[config.mk]
export PLATFORM = sky130hd
export DESIGN_NAME = fetch_queue
export DESIGN_NICKNAME = d
export VERILOG_FILES = /design/src/rtl/fetch_queue_pkg.sv /design/src/rtl/fetch_queue_instr_fifo.sv /design/src/rtl/fetch_queue.sv
export SDC_FILE = /design/constraint.sdc
export NUM_CORES = 1
export LEC_CHECK = 0
export ABC_AREA = 1
export CAP_MARGIN = 40
export CORE_MARGIN = 2
export CORE_UTILIZATION = 38
export DETAILED_ROUTE_END_ITERATION = 8
export PLACE_DENSITY_LB_ADDON = 0.1
export REMOVE_ABC_BUFFERS = 1
export SLEW_MARGIN = 20
export SYNTH_ARGS = -nofsm -noshare
export SYNTH_HDL_FRONTEND = slang
export SYNTH_SLANG_ARGS = --single-unit
[constraint.sdc]
create_clock -name clk -period 10 [get_ports clk]
set_input_delay 1.5 -clock clk [delete_from_list [all_inputs] [get_ports clk]]
set_output_delay 1.5 -clock clk [all_outputs]
set_load 0.02 [all_outputs]
[src/rtl/fetch_queue_pkg.sv]
// fetch_queue_pkg: shared widths, depth and entry record for the fetch queue
package fetch_queue_pkg;
  localparam int XLEN_DEF = 32;
  localparam int DEPTH_DEF = 2;
  typedef struct packed {
    logic [XLEN_DEF-1:0] instr;
    logic [XLEN_DEF-1:0] pc;
    logic [XLEN_DEF-1:0] pc_plus_4;
  } entry_t;
endpackage

[src/rtl/fetch_queue_instr_fifo.sv]
// instr_fifo: synchronous power-of-two fifo with flush and occupancy count
module instr_fifo
  import fetch_queue_pkg::*;
#(
  parameter int DEPTH = DEPTH_DEF,
  parameter int W = 3 * XLEN_DEF
) (
  input  logic                     clk,
  input  logic                     reset,
  input  logic                     push,
  input  logic                     pop,
  input  logic                     flush,
  input  logic [W-1:0]             din,
  output logic [W-1:0]             dout,
  output logic [$clog2(DEPTH):0]   count
);
  localparam int AW = $clog2(DEPTH);
  logic [W-1:0] mem_q [DEPTH];
  logic [AW-1:0] wr_q, wr_d, rd_q, rd_d;
  logic [AW:0] count_q, count_d;
  logic do_push, do_pop;
  always_comb begin
    do_push = push & ~flush;
    do_pop = pop & ~flush & (count_q != '0);
    wr_d = flush ? '0 : wr_q + AW'(do_push);
    rd_d = flush ? '0 : rd_q + AW'(do_pop);
    count_d = flush ? '0 : count_q + (AW+1)'(do_push) - (AW+1)'(do_pop);
  end
  always_ff @(posedge clk) begin
    if (reset) begin
      wr_q <= '0;
      rd_q <= '0;
      count_q <= '0;
    end else begin
      wr_q <= wr_d;
      rd_q <= rd_d;
      count_q <= count_d;
    end
  end
  always_ff @(posedge clk) begin
    if (do_push) mem_q[wr_q] <= din;
  end
  always_ff @(posedge clk) begin
    if (!reset) assert (!(do_push && !do_pop && count_q == (AW+1)'(DEPTH)));
  end
  assign dout = (count_q != '0) ? mem_q[rd_q] : '0;
  assign count = count_q;
endmodule

[src/rtl/fetch_queue.sv]
// fetch_queue: credit-based instruction fetch queue between imem and decode
module fetch_queue
  import fetch_queue_pkg::*;
#(
  parameter int DEPTH = DEPTH_DEF,
  parameter int XLEN = XLEN_DEF
) (
  input  logic            clk,
  input  logic            reset,
  input  logic [XLEN-1:0] pc,
  input  logic [XLEN-1:0] pc_plus_4,
  input  logic            flush,
  output logic            imem_req,
  output logic [XLEN-1:0] imem_addr,
  input  logic            imem_gnt,
  input  logic [XLEN-1:0] imem_rdata,
  output logic            fetch_stall,
  input  logic            decode_stall,
  output logic            valid_d,
  output logic [XLEN-1:0] instr_d,
  output logic [XLEN-1:0] pc_d,
  output logic [XLEN-1:0] pc_plus_4_d
);
  localparam int CW = $clog2(DEPTH) + 1;
  logic [CW-1:0] count;
  logic [CW:0] need;
  logic [3*XLEN-1:0] head;
  logic [2*XLEN-1:0] tag_q, tag_d;
  logic inflight_q, inflight_d, pop, accept, push;
  assign imem_addr = pc;
  assign valid_d = count != '0;
  assign {instr_d, pc_d, pc_plus_4_d} = head;
  always_comb begin
    pop = valid_d & ~decode_stall;
    need = {1'b0, count} + (CW+1)'(inflight_q) - (CW+1)'(pop);
    imem_req = ~reset & ~flush & (need < (CW+1)'(DEPTH));
    accept = imem_req & imem_gnt;
    fetch_stall = ~accept & ~flush;
    push = inflight_q & ~flush;
    inflight_d = accept;
    tag_d = accept ? {pc, pc_plus_4} : tag_q;
  end
  always_ff @(posedge clk) begin
    if (reset) begin
      inflight_q <= 1'b0;
      tag_q <= '0;
    end else begin
      inflight_q <= inflight_d;
      tag_q <= tag_d;
    end
  end
  instr_fifo #(.DEPTH(DEPTH), .W(3 * XLEN)) u_fifo (
    .clk   (clk),
    .reset (reset),
    .push  (push),
    .pop   (pop),
    .flush (flush),
    .din   ({imem_rdata, tag_q}),
    .dout  (head),
    .count (count)
  );
endmodule
[Word-level counts from Yosys, hierarchy flattened]
Memories as Yosys holds them, arrays and structs flattened. A register that Yosys moved wholly into a read port is not among the register bits.
Index checks and enable logic that the tools add are counted.
W data, S select, Z words.
Storage, ports and cells
  word-level logic and storage cells: 32
  RAM bits: 192
  output and inout port bits: 131
  memory bits (read-only): 0
  memories: 1
  latch bits: 0
  register bits: 69
Cells by class
  multiply operators: 0
  eq/ne operators: 0
  $lt $le $gt $ge: 1
  bitwise gates (word level): 13
  shifts and indexed selects: 0
  div/mod/pow operators: 0
  add/subtract/negate cells: 6
  mux-type cells: 4
  reduce and logical (&&, ||, !) cells: 2
Memory list
  u_fifo.mem_q: depth 2, bits a word 96, read ports 1, clocked after memory_dff 1, wr ports 1, RTL line fetch_queue_instr_fifo.sv:18  | logic [W-1:0] mem_q [DEPTH];
Operators with widths (number)
  $mux W96: 1
  $and A1 B1 Y1: 9
  $not A1 Y1: 4
  $add A2 B1 Y3: 1
  $lt A3 B2 Y1 const B: 1
  $mux W1: 3
  $sub A3 B1 Y3: 1
  $add A1 B1 Y1: 2
  $add A2 B1 Y2: 1
  $reduce_bool A2 Y1: 1
  $reduce_or A2 Y1: 1
  $sub A2 B1 Y2: 1

[Logic depth before layout (Yosys ltp)]
  depth after elaboration: 8
  mapped depth: 16

[Cells and area by module]
A second synthesis with hierarchy kept.
Second synthesis, totals
  cells, all modules: 1155
  area total of the unflattened synthesis: 11124.4 sq um
By module, submodules not included
  instr_fifo: cells an instance 553, instances 1, seq. area each 5845.6 sq um, area each 7428.4 sq um
  fetch_queue: cells an instance 602, instances 1, seq. area each 1301.2 sq um, area each 3696.0 sq um

[Worst setup path before layout]
No wires, ideal clock.
  kind: input-to-output
  start point: in decode_stall
  end point: out imem_req
  slack: 5.156 ns
  arrival: 3.344 ns
  data required time: 8.500 ns
  stages on the path: 13
  cell sequence: inv_1 nand2_1 inv_1 ha_1 or2_2 fa_1 inv_1 nand2_1 nand2_1 buf_2 buf_2 nand2_1 inv_1
Between the ends
  word-level cells in the longest chain between the ends: 5
Ends and longest elaborated chain
  start, declared: RTL line fetch_queue.sv:18  | input logic decode_stall,
  $not A1 Y1: RTL line fetch_queue.sv:34  | pop = valid_d & ~decode_stall;
  $and A1 B1 Y1: RTL line fetch_queue.sv:34
  $sub A3 B1 Y3: RTL line fetch_queue.sv:35  | need = {1'b0, count} + (CW+1)'(inflight_q) - (CW+1)'(pop);
  $lt A3 B2 Y1: RTL line fetch_queue.sv:36  | imem_req = ~reset & ~flush & (need < (CW+1)'(DEPTH));
  $and A1 B1 Y1: RTL line fetch_queue.sv:36
  end, declared: RTL line fetch_queue.sv:13  | output logic imem_req,
Every way passes these cells.

[Final worst setup path]
  start point: in decode_stall
  end point: out fetch_stall
Between the ends
  word-level cells in the longest chain between the ends: 8
Ends and longest elaborated chain
  $not A1 Y1: RTL line fetch_queue.sv:34
  $and A1 B1 Y1: RTL line fetch_queue.sv:34
  $sub A3 B1 Y3: RTL line fetch_queue.sv:35
  $lt A3 B2 Y1: RTL line fetch_queue.sv:36
  $and A1 B1 Y1: RTL line fetch_queue.sv:36
  $and A1 B1 Y1: RTL line fetch_queue.sv:37  | accept = imem_req & imem_gnt;
  $not A1 Y1: RTL line fetch_queue.sv:38  | fetch_stall = ~accept & ~flush;
  $and A1 B1 Y1: RTL line fetch_queue.sv:38
  end, declared: RTL line fetch_queue.sv:17  | output logic fetch_stall,
Every way passes these cells.

==> key figures <==
Drt
  • Via-to-Cell Ratio: 4.50
  • Drt drc: 0
  • Final ANT Viol Nets: 0
  • Detailed Route Iter0 Violations: 482
  • Pre-antenna DRT Iters: 5
  • Via count: 7767
  • Final wirelength: 26.6 mm
  • Avg WL per Cell: 15.4 µm

Power
  • Peak VDD IR: 93.1 µV
  • Power per Cell Area: 166 nW/µm²
  • Leak: 5.83 nW

Synth
  • Cell with the most instances after synthesis: nand2_1
  • Synth unique cells: 21
  • Largest area contributor in the synthesized netlist: edfxtp_1
  • Mapped Area: 11000 µm²
  • Dominant cells by area after synthesis: edfxtp_1 (52%), dfxtp_1 (13%), nand2_1 (11%)
  • Synth top area share: 0.523
  • Register area share after synthesis: 0.649
  • Ys async rst share: 0
  • Syn Area/Cell: 9.66 µm²
  • Post-Syn Instances: 1141
  • Synth Register Bits: 261
  • Dominant synthesized flop cell: edfxtp_1
  • Yosys warns: 0
  • Synth top cells by count: nand2_1 (330), inv_1 (206), edfxtp_1 (192), a21oi_1 (98), dfxtp_1 (69)
  • Post-synth EDFFs: 192

Setup path
  • Crit Path Max Fanout: 62
  • Worst setup SP type: input pin
  • CP most frequent cell: inv_1
  • CP top delay family: buffers and inverters
  • CP arrival: 5.03 ns
  • Worst Setup Path Type: in2out
  • RR Startpoint: u_fifo.count[1]
  • Crit path capture type: primary output
  • Critical-path cell list: clkdlybuf4s50_1 > inv_1 > nand2_1 > inv_1 > ha_1 > or2_2 > fa_1 > inv_1 > nand2_1 > nand2_4 > buf_16 > nand3_4 > buf_12 > nand2_1 > inv_1 > clkdlybuf4s50_1
  • Buf/Inv on CP: 8
  • Worst setup path start: decode_stall
  • CP max stage cell: clkdlybuf4s50_1
  • WP data required: 8.50 ns
  • Crit-path max cell delay: 0.53 ns

Clock network
  • CTS Buf Count: 29
  • CTS clk-pin slew, worst paths: 0.06 ns
  • CTS root buf: clkbuf_16
  • Cts repair resizes: 0
  • CTS Sinks: 261
  • CTS Buffer Depth: 3
  • Post-CTS setup buffer count: 0
  • CTS tree: built
  • CTS Hold Buffers Added: 0
  • Worst skew pair latency: 0.53 ns
  • H-tree levels: 1

Timing
  • Slew Limit Fails: 0
  • Rel. slew slack: 0.447
  • Final setup violation count: 0
  • Final Hold Viols: 0
  • Setup Total Neg Slack: 0 ns
  • Crit path time final: 6.53 ns
  • Worst-Margin Slew: 0.830 ns
  • Worst clock skew: 0.00671 ns
  • Final worst setup slack: 3.47 ns
  • RSZ-0062 raised after global routing: false
  • Crit share post-route: 0.653
  • Fmax: 153 MHz

Layout
  • Register area: 7150 µm²
  • Layout area overhead: 30.8%
  • Fill count: 2575
  • NumNets Final: 1426
  • Layout cells sized above 1: 0.0530
  • Area of the multi-input gates: 2560 µm²

Floorplanning
  • I/O pin cnt: 232
  • Die height: 174 µm
  • Initial Utilization: 0.385
  • Core Region: 28600 µm²
  • Full die area: 30400 µm²
  • Chip Width: 174 µm
  • # rows: 62

Flow run
  • Max Cap Viol: 0

Place
  • Port-buffer cells: 231
  • Dpl ws: 3.03 ns
  • Post-detail-place hpwl: 14.8 mm
  • Gp weighted congestion: 0.737

Worst hold path
  • HP Class: reg2reg
  • Hold path startpoint: tag_q[47]

Global routing
  • Vias in the first global route: 7557
  • Initial antenna violation count: 1
  • Largest net degree at the start of global routing: 69
  • Aggregate global routing overflow: 0
  • Global Route Usage Sum: 0.174
  • Global-route wire length before repair: 41.8 mm

Status
  • Status: finished clean
area by class of cell:
| class | count | area share |
|---|---|---|
| clock inverter | 8 | 0.00486 |
| timing repair buffer | 245 | 0.174 |
| multi-input combinational | 572 | 0.177 |
| clock buffer | 44 | 0.0598 |
| antenna | 1 | 0.000174 |
| inverter | 210 | 0.0549 |
| sequential | 261 | 0.496 |
| tap | 384 | 0.0333 |
logic make-up (layout without fill, tap and decap cells):
logic type | Yosys count | count (layout) | synth area share
simple gates | 467 | 467 | 0.176
buf+inv | 308 | 507 | 0.123
flops | 261 | 261 | 0.649
xor+xnor | 1 | 1 | 0.000795
compound gates | 98 | 98 | 0.0445
fa+ha+maj | 6 | 6 | 0.00749
other cells | 0 | 1 | 0
registers in the layout (all words and copies together) (netlist names):
name / cells
tag_q: 64
u_fifo.mem_q: 192
u_fifo.count: 2
u_fifo.rd_q: 1
inflight_q: 1
u_fifo.wr_q: 1
stage by stage:
stage,utilization,std cells,power (mW),hold WS [ns],instance area (µm²)
after global routing,0.504,1724,2.49,0.457,14400
final,0.504,1725,2.39,0.444,14400
after CTS,0.502,1722,2.42,0.444,14400
after global placement,0.466,1666,1.39,0.431,13300
after floorplan,-,1043,1.29,0.426,10500
after detailed placement,0.469,1670,1.39,0.437,13400
metal layers:
layer	vias up	routed length, µm	GRT usage	part of all wire
li1	3941	-	-	-
met1	3559	12200	0.239	0.46
met2	228	12200	0.287	0.46
met3	39	1690	0.0322	0.063
met4	0	504	0.0427	0.019
met5	-	0	0	0
layout by cell type (no fill, tap or decap), types with 29 or more instances in the layout:
master           count
a21oi_1             98
clkbuf_16           29
clkdlybuf4s50_1    230
dfxtp_1             68
edfxtp_1           192
inv_1              206
nand2_1            329
nand4_1             64
nor2_1              68
power breakdown:
| group | total, mW | switching [mW] | internal (mW) | leakage (nW) |
|---|---|---|---|---|
| Clock | 1.02 | 0.403 | 0.616 | 0.464 |
| Sequential | 1.20 | 0.0115 | 1.19 | 2.33 |
| Combinational | 0.171 | 0.0907 | 0.0800 | 3.03 |
final timing paths:
path / endpoint / slack [ns] / depth (start not counted)
hold / removal: u_fifo.mem_q[1][47] / 0.44 / 0
setup / recovery: fetch_stall / 3.47 / 16
hold reg to reg: u_fifo.mem_q[1][47] / 0.44 / 0
setup reg to reg: tag_q[20] / 6.68 / 16
Power figures use the tool's default switching activity.
